--- src/rtl/logic_pipe_pkg.sv ---
// Shared operation encodings and default geometry for logic_pipe_unit.
package logic_pipe_pkg;

    localparam int unsigned DEFAULT_WIDTH = 64;
    localparam int unsigned DEFAULT_DEPTH = 7;

    typedef enum logic [2:0] {
        OP_AND    = 3'b000,
        OP_OR     = 3'b001,
        OP_XOR    = 3'b010,
        OP_NOR    = 3'b011,
        OP_NAND   = 3'b100,
        OP_XNOR   = 3'b101,
        OP_PASS_A = 3'b110,
        OP_NOT_A  = 3'b111
    } op_e;

endpackage

--- src/rtl/pipe_stage.sv ---
// One pipeline slot: valid bit plus op and both operands, loaded on demand, cleared synchronously.
module pipe_stage
    import logic_pipe_pkg::*;
#(
    parameter int unsigned WIDTH = DEFAULT_WIDTH
) (
    input  logic             clk,
    input  logic             clear,
    input  logic             load,
    input  logic             in_valid,
    input  op_e              in_op,
    input  logic [WIDTH-1:0] in_a,
    input  logic [WIDTH-1:0] in_b,
    output logic             out_valid,
    output op_e              out_op,
    output logic [WIDTH-1:0] out_a,
    output logic [WIDTH-1:0] out_b
);

    logic             valid_q, valid_d;
    op_e              op_q, op_d;
    logic [WIDTH-1:0] a_q, a_d;
    logic [WIDTH-1:0] b_q, b_d;

    // Payload only moves with a valid beat so bubbles do not toggle the data flops.
    always_comb begin
        valid_d = valid_q;
        op_d    = op_q;
        a_d     = a_q;
        b_d     = b_q;
        if (load) begin
            valid_d = in_valid;
            if (in_valid) begin
                op_d = in_op;
                a_d  = in_a;
                b_d  = in_b;
            end
        end
    end

    always_ff @(posedge clk) begin
        if (clear) begin
            valid_q <= 1'b0;
        end else begin
            valid_q <= valid_d;
        end
        op_q <= op_d;
        a_q  <= a_d;
        b_q  <= b_d;
    end

    assign out_valid = valid_q;
    assign out_op    = op_q;
    assign out_a     = a_q;
    assign out_b     = b_q;

endmodule

--- src/rtl/logic_pipe_unit.sv ---
// Bitwise logic unit behind a DEPTH-stage elastic pipeline; the function is evaluated on the last stage.
module logic_pipe_unit
    import logic_pipe_pkg::*;
#(
    parameter int unsigned WIDTH = DEFAULT_WIDTH,
    parameter int unsigned DEPTH = DEFAULT_DEPTH
) (
    input  logic             clk,
    input  logic             rst,
    input  logic             flush,
    input  logic             in_valid,
    output logic             in_ready,
    input  logic [2:0]       op,
    input  logic [WIDTH-1:0] a,
    input  logic [WIDTH-1:0] b,
    output logic             out_valid,
    input  logic             out_ready,
    output logic [WIDTH-1:0] out,
    output logic             out_zero,
    output logic             busy
);

    logic [DEPTH-1:0] stg_valid;
    logic [DEPTH-1:0] stg_ready;
    op_e              stg_op [DEPTH];
    logic [WIDTH-1:0] stg_a  [DEPTH];
    logic [WIDTH-1:0] stg_b  [DEPTH];
    logic             clear;
    logic             in_fire;
    logic [WIDTH-1:0] result;

    assign clear    = rst || flush;
    assign in_ready = stg_ready[0] && !flush;
    assign in_fire  = in_valid && in_ready;

    for (genvar k = 0; k < DEPTH; k++) begin : g_stage
        logic             up_valid;
        op_e              up_op;
        logic [WIDTH-1:0] up_a;
        logic [WIDTH-1:0] up_b;

        // A slot can move iff some slot at or after it is empty or the tail drains;
        // written as a direct reduction instead of a ripple chain.
        assign stg_ready[k] = out_ready || !(&stg_valid[DEPTH-1:k]);

        if (k == 0) begin : g_head
            assign up_valid = in_fire;
            assign up_op    = op_e'(op);
            assign up_a     = a;
            assign up_b     = b;
        end else begin : g_body
            assign up_valid = stg_valid[k-1];
            assign up_op    = stg_op[k-1];
            assign up_a     = stg_a[k-1];
            assign up_b     = stg_b[k-1];
        end

        pipe_stage #(
            .WIDTH (WIDTH)
        ) u_stage (
            .clk       (clk),
            .clear     (clear),
            .load      (stg_ready[k]),
            .in_valid  (up_valid),
            .in_op     (up_op),
            .in_a      (up_a),
            .in_b      (up_b),
            .out_valid (stg_valid[k]),
            .out_op    (stg_op[k]),
            .out_a     (stg_a[k]),
            .out_b     (stg_b[k])
        );
    end

    always_comb begin
        result = '0;
        case (stg_op[DEPTH-1])
            OP_AND:    result = stg_a[DEPTH-1] & stg_b[DEPTH-1];
            OP_OR:     result = stg_a[DEPTH-1] | stg_b[DEPTH-1];
            OP_XOR:    result = stg_a[DEPTH-1] ^ stg_b[DEPTH-1];
            OP_NOR:    result = ~(stg_a[DEPTH-1] | stg_b[DEPTH-1]);
            OP_NAND:   result = ~(stg_a[DEPTH-1] & stg_b[DEPTH-1]);
            OP_XNOR:   result = ~(stg_a[DEPTH-1] ^ stg_b[DEPTH-1]);
            OP_PASS_A: result = stg_a[DEPTH-1];
            OP_NOT_A:  result = ~stg_a[DEPTH-1];
        endcase
    end

    assign out_valid = stg_valid[DEPTH-1];
    assign out       = result;
    assign out_zero  = out_valid && (result == '0);
    assign busy      = |stg_valid;

endmodule

--- config.mk ---
export PLATFORM = sky130hd
export DESIGN_NAME = logic_pipe_unit
export DESIGN_NICKNAME = d
export VERILOG_FILES = /design/src/rtl/logic_pipe_pkg.sv /design/src/rtl/pipe_stage.sv /design/src/rtl/logic_pipe_unit.sv
export SDC_FILE = /design/constraint.sdc
export NUM_CORES = 1
export LEC_CHECK = 0
export BUFFER_PORTS_ARGS = -buffer_cell sky130_fd_sc_hd__buf_4
export CORE_ASPECT_RATIO = 0.6
export CORE_MARGIN = 2
export CORE_UTILIZATION = 37
export CTS_CLUSTER_SIZE = 10
export DETAILED_ROUTE_END_ITERATION = 16
export GPL_ROUTABILITY_DRIVEN = 0
export PLACE_DENSITY = 0.6
export RECOVER_POWER = 100
export SLEW_MARGIN = 10
export SYNTH_ARGS = -nofsm -noshare
export SYNTH_HDL_FRONTEND = slang
export SYNTH_SLANG_ARGS = --single-unit
--- constraint.sdc ---
create_clock -name clk -period 14.4 [get_ports clk]
set_input_delay 2.88 -clock clk [delete_from_list [all_inputs] [get_ports clk]]
set_output_delay 2.88 -clock clk [all_outputs]
set_load 0.005 [all_outputs]
=== Word level (Yosys, flattened, before mapping) ===
Cells that the tools add are included.

* Word-level logic and storage cells: 78
* Flip-flop bits (word level): 924
* Output and inout bits: 68
* Bits of input ports: 136

* Multiplexer cells: 1
* Reductions and logical operators: 35
* Equal/unequal tests: 7
* Bitwise logic cells: 7

{| class="wikitable"
|+ Operator list
! kind !! count
|-
| 64-bit case mux with 8 select lines || 1
|-
| 64-bit NOT || 4
|-
| 64-bit bitwise AND || 1
|-
| 64-bit logical NOT || 1
|-
| 64-bit OR || 1
|-
| 64-bit XOR || 1
|-
| 2-bit AND reduction || 8
|-
| 3-bit == test (second input constant) || 4
|-
| 1-bit logical NOT || 8
|-
| 1-bit logical OR || 8
|-
| 7-bit AND reduction || 1
|-
| 7-bit OR reduction || 1
|-
| 3-bit by 2-bit == test with 1-bit output (second input constant) || 2
|-
| 6-bit AND reduction || 1
|-
| 5-bit AND reduction || 1
|-
| 4-bit AND reduction || 1
|-
| 3-bit by 1-bit == test with 1-bit output (second input constant) || 1
|-
| 1-bit logical AND || 3
|-
| 3-bit logical NOT || 1
|-
| 3-bit AND reduction || 1
|}

=== Logic depth before layout (Yosys ltp) ===
* Word-level depth: 6
* Mapped depth: 12
* Gate-level depth less buffers: 10

=== Cells and area by module ===
From an unflattened synthesis, not the netlist that was laid out.

* Cells, all modules: 1,849
* Area, all modules: 34,395.5 µm²

{| class="wikitable"
|+ By module, submodules not included
! module !! cells each !! area each (µm²) !! times used !! sequential area each (µm²)
|-
| pipe_stage || 135 || 3,975.1 || 7 || 3,953.8
|-
| logic_pipe_unit || 904 || 6,570.1 || 1 || 0.0
|}

=== Least setup slack after synthesis ===
Ideal clock, no wire load.

* Kind: input-to-reg
* Start: input port out_ready
* End: register g_stage[2].u_stage.a_q[0], enable pin
* Stages: 5
* Path buffers: 1
* Arrival: 12,904 ps
* Slack: 674 ps
* Required time: 13,579 ps
* Cells stage by stage: nor2b_1 > and2_1 > and3_1 > clkbuf_1 > a21boi_0

* Longest elaborated chain between the ends: 2

{| class="wikitable"
|+ RTL lines
! item !! line !! source
|-
| from (decl) || logic_pipe_unit.sv:17 || <nowiki>input logic out_ready,</nowiki>
|-
| 1-bit logical OR || logic_pipe_unit.sv:44 || <nowiki>assign stg_ready[k] = out_ready || !(&stg_valid[DEPTH-1:k]);</nowiki>
|-
| 2-bit AND reduction (no line) || n/a ||
|-
| to (signal assigned) || pipe_stage.sv:48 || <nowiki>a_q <= a_d;</nowiki>
|-
| to (decl) || pipe_stage.sv:22 || <nowiki>logic [WIDTH-1:0] a_q, a_d;</nowiki>
|}

No other way between the ends.
A chain may end at the register's enable or synchronous reset.

=== Worst setup path in the final report ===
* Start: register g_stage[6].u_stage.op_q[0]
* End: output port out_zero

* Longest elaborated chain between the ends: 4

{| class="wikitable"
|+ RTL lines
! item !! line !! source
|-
| from (decl) || pipe_stage.sv:21 || <nowiki>op_e op_q, op_d;</nowiki>
|-
| from (signal assigned) || pipe_stage.sv:47 || <nowiki>op_q <= op_d;</nowiki>
|-
| 3-bit == test (tied with other cells) || logic_pipe_unit.sv:77 || <nowiki>case (stg_op[DEPTH-1])</nowiki>
|-
| 64-bit case mux with 8 select lines * || logic_pipe_unit.sv:77 ||
|-
| 64-bit logical NOT * || logic_pipe_unit.sv:91 || <nowiki>assign out_zero = out_valid && (result == '0);</nowiki>
|-
| 1-bit logical AND * || logic_pipe_unit.sv:91 ||
|-
| to (decl) || logic_pipe_unit.sv:19 || <nowiki>output logic out_zero,</nowiki>
|}

Every way passes the cells marked *; elsewhere a longest branch is shown, timed or not.

==> key figures <==
Critical path
  • Crit start category: flop
  • Critical R2R Launch: g_stage[6].u_stage.out_valid
  • Worst endpoint required time: 11520 ps
  • Worst EP arrival: 8230 ps
  • R2R Path End: g_stage[3].u_stage.out_b[29]
  • Flop2flop setup slack: 6860 ps
  • Endpoint class of the critical path: primary output
  • Worst Path Max Fanout: 57
  • WS Path Type: reg -> out
  • Setup crit start: g_stage[6].u_stage.out_op[0]
  • Worst r2r path cells: 6

STA
  • RSZ-0062 raised after global routing: false
  • Final Max Slew Viols: 1023
  • Final setup fails: 0
  • Final worst slack: 3290 ps
  • Final Hold Fails: 0
  • Final Skew: 33.1 ps
  • Slew margin rel.: -163%
  • Setup Total Neg Slack: 0 ps
  • Min Tclk post-route: 11110 ps
  • Final worst path period share: 77.2%
  • Peak Freq: 90.0 MHz
  • Slew at the pin with the worst max-slew slack: 3950 ps

Routing
  • Routed wire length per instance: 19.6 µm
  • DR vias: 16356
  • 1st-iter DRT viols: 1530
  • Final ANT Viol Nets: 0
  • DR pass1 iterations: 7
  • # DRC: 0
  • Drt total wl: 65200 µm
  • DR vias/cell: 4.92

Global route
  • GRT Residual Overflow: 0
  • Busiest grt layer: met2
  • Global-route wire length before repair: 99700 µm
  • Met2 GRT Util: 21.7%
  • Vias in the first global route: 17365
  • Met1 Use GR: 18.6%
  • M3 GR Usage: 3.64%
  • GRT Util Overall: 13.9%
  • Initial antenna violation count: 2
  • Largest net degree at the start of global routing: 71

Final layout
  • # diodes: 0
  • FILL cells: 8026
  • Non-Filler Instances: 3326
  • Multi-input gate area: 0.00551 mm²
  • Storage cell area: 0.0277 mm²
  • Layout cells sized above 1: 14.1%
  • Nets: 2342
  • Area Overhead vs Synth: 15.7%

Yosys
  • Area leader, netlist: edfxtp_1
  • Post-synth top flop: edfxtp_1
  • Post-synthesis register bit count: 924
  • Synth area leaders: edfxtp_1, ha_1, mux2i_1, inv_1, o22ai_1
  • Post-synthesis sequential area ratio: 81.3%
  • Post-Syn Area: 0.0340 mm²
  • Mapped Nets: 2079
  • Top cell type's share of synthesized area: 80.9%
  • Post-synth EDFFs: 917
  • Warnings, synthesis: 0
  • Syn Inst Count: 1815
  • Cell types with the highest counts after synthesis: edfxtp_1, inv_1, ha_1
  • Avg Cell Area, Syn: 18.7 µm²
  • Top-count cell post-synth: edfxtp_1
  • Netlist cell types: 58
  • FFs w/ async S/R, synth: 0%

Place
  • Inst Count DP: 3206
  • Pre-CTS setup slack: 6950 ps
  • Final HPWL DP: 42300 µm
  • # port buffers: 203

Power and ir drop
  • VDD IR-drop max: 0.0979 mV
  • PD cells: 134 mW/mm²
  • Pwr Total: 5270 µW
  • Lkg Pwr: 0.0136 µW

Job
  • Max Cap Viol: 18

Clock network
  • Post-cts repair resize count: 0
  • Maximum clock insertion buffer count: 3
  • CTS Sinks: 924
  • Post-CTS Setup Bufs: 0
  • Reg clk slew, reported paths: 60 ps
  • Clock latency on the worst-skew pair: 680 ps
  • Root Buffer: clkbuf_16
  • CTS tree: yes
  • Total CTS buffers: 102
  • Hold-fix buffers, CTS: 0
  • Clock H-tree levels: 3

Run status
  • Failing checks: capacitance limit, slew limit
  • Outcome: finished, violations left

Floorplan
  • Num rows: 86
  • I/O pins: 204
  • Core Region: 0.0915 mm²
  • Initial Utilization: 37.2%
  • Die area: 0.0945 mm²
  • Die Wd: 395 µm
  • Die span in y: 239 µm

Hold path
  • HP Class: reg -> reg
  • Worst hold path endpoint: g_stage[4].u_stage.out_b[5]
  • Worst hold path depth: 0
  • Hold Crit Start: g_stage[3].u_stage.out_b[5]
how the worst max path moves through the flow:
| stage | to | slack (ps) | cells after the start |
|---|---|---|---|
| floorplan | g_stage[2].u_stage.out_a[0] | 670 | 5 |
| global placement | in_ready | 6990 | 8 |
| detailed placement | in_ready | 6950 | 8 |
| CTS | out_zero | 6210 | 11 |
| global route | out_zero | 3010 | 12 |
| finish | out_zero | 3290 | 12 |
flip-flops by register name, summed over array words and instances (netlist names):
signal,cells
g_stage.u_stage.out_a,448
g_stage.u_stage.out_op,21
g_stage.u_stage.out_b,448
g_stage.u_stage.out_valid,7
per-stage QoR:
step | area, µm² | hold slack (ps) | util (%)
after floorplan | 34000 | 400 | -
after global placement | 37000 | 403 | 40.4
after detailed placement | 37000 | 405 | 40.4
after CTS | 39700 | 403 | 43.4
after global routing | 39400 | 405 | 43.1
final | 39400 | 396 | 43.1
where the power goes:
part | total, µW | switching, µW | internal [µW]
clock | 2200 | 942 | 1260
sequential | 3020 | 14.2 | 3000
combinational | 46.4 | 25.2 | 21.2
layer usage:
metal  vias to the layer above  share of wire [%]
li1                       7471                  -
met1                      8164                 44
met2                       562                 46
met3                       159                6.6
met4                         0                3.1
met5                         -                  0
layout make-up:
class                      count  share of cell area, %
clock buffer                 114                   6.62
tap                         1232                   3.91
timing repair buffer         228                   3.63
sequential                   924                   70.3
multi-input combinational    687                   14.0
clock inverter                 6                  0.254
inverter                     135                   1.29
cell usage in the layout (no fill, tap or decap), types with 11 or more instances in the layout:
cell type  Yosys  routed
a21oi_1       34      34
a22oi_1       29      29
a31oi_1       25      25
and3b_1       13      13
buf_4          7      23
clkbuf_1      25      86
clkbuf_16      0     102
clkbuf_4       0     130
edfxtp_1     917     917
ha_1         128     128
inv_1        135     134
mux2i_1       82      82
nand2_1       44      43
nand3_1       25      25
nor2_1        44      43
nor2b_1       14      11
o21ai_0       43      43
o221a_2       18      16
o22ai_1       40      40
o32a_1        11      11
xor2_1        24      24
cell families after synthesis:
logic type               synth area share (%)
AO/OA/AOI/OAI                            5.14
XOR/XNOR                                0.824
adder cells (fa/ha/maj)                  4.71
flip-flops                               81.3
multiplexers                             2.51
buffers and inverters                    2.57
AND/OR/NAND/NOR                          2.90
worst max-delay path: stages, from the launching register on:
cell,delay (ps)
edfxtp_1,330
clkbuf_1,1490
clkbuf_1,2040
nand2b_1,970
buf_4,510
o32a_1,240
a31oi_1,100
o21bai_1,200
or4_1,580
nor4bb_1,380
nand4_1,290
nor4_1,250
buf_4,160
(Power assumes the default switching activity.)
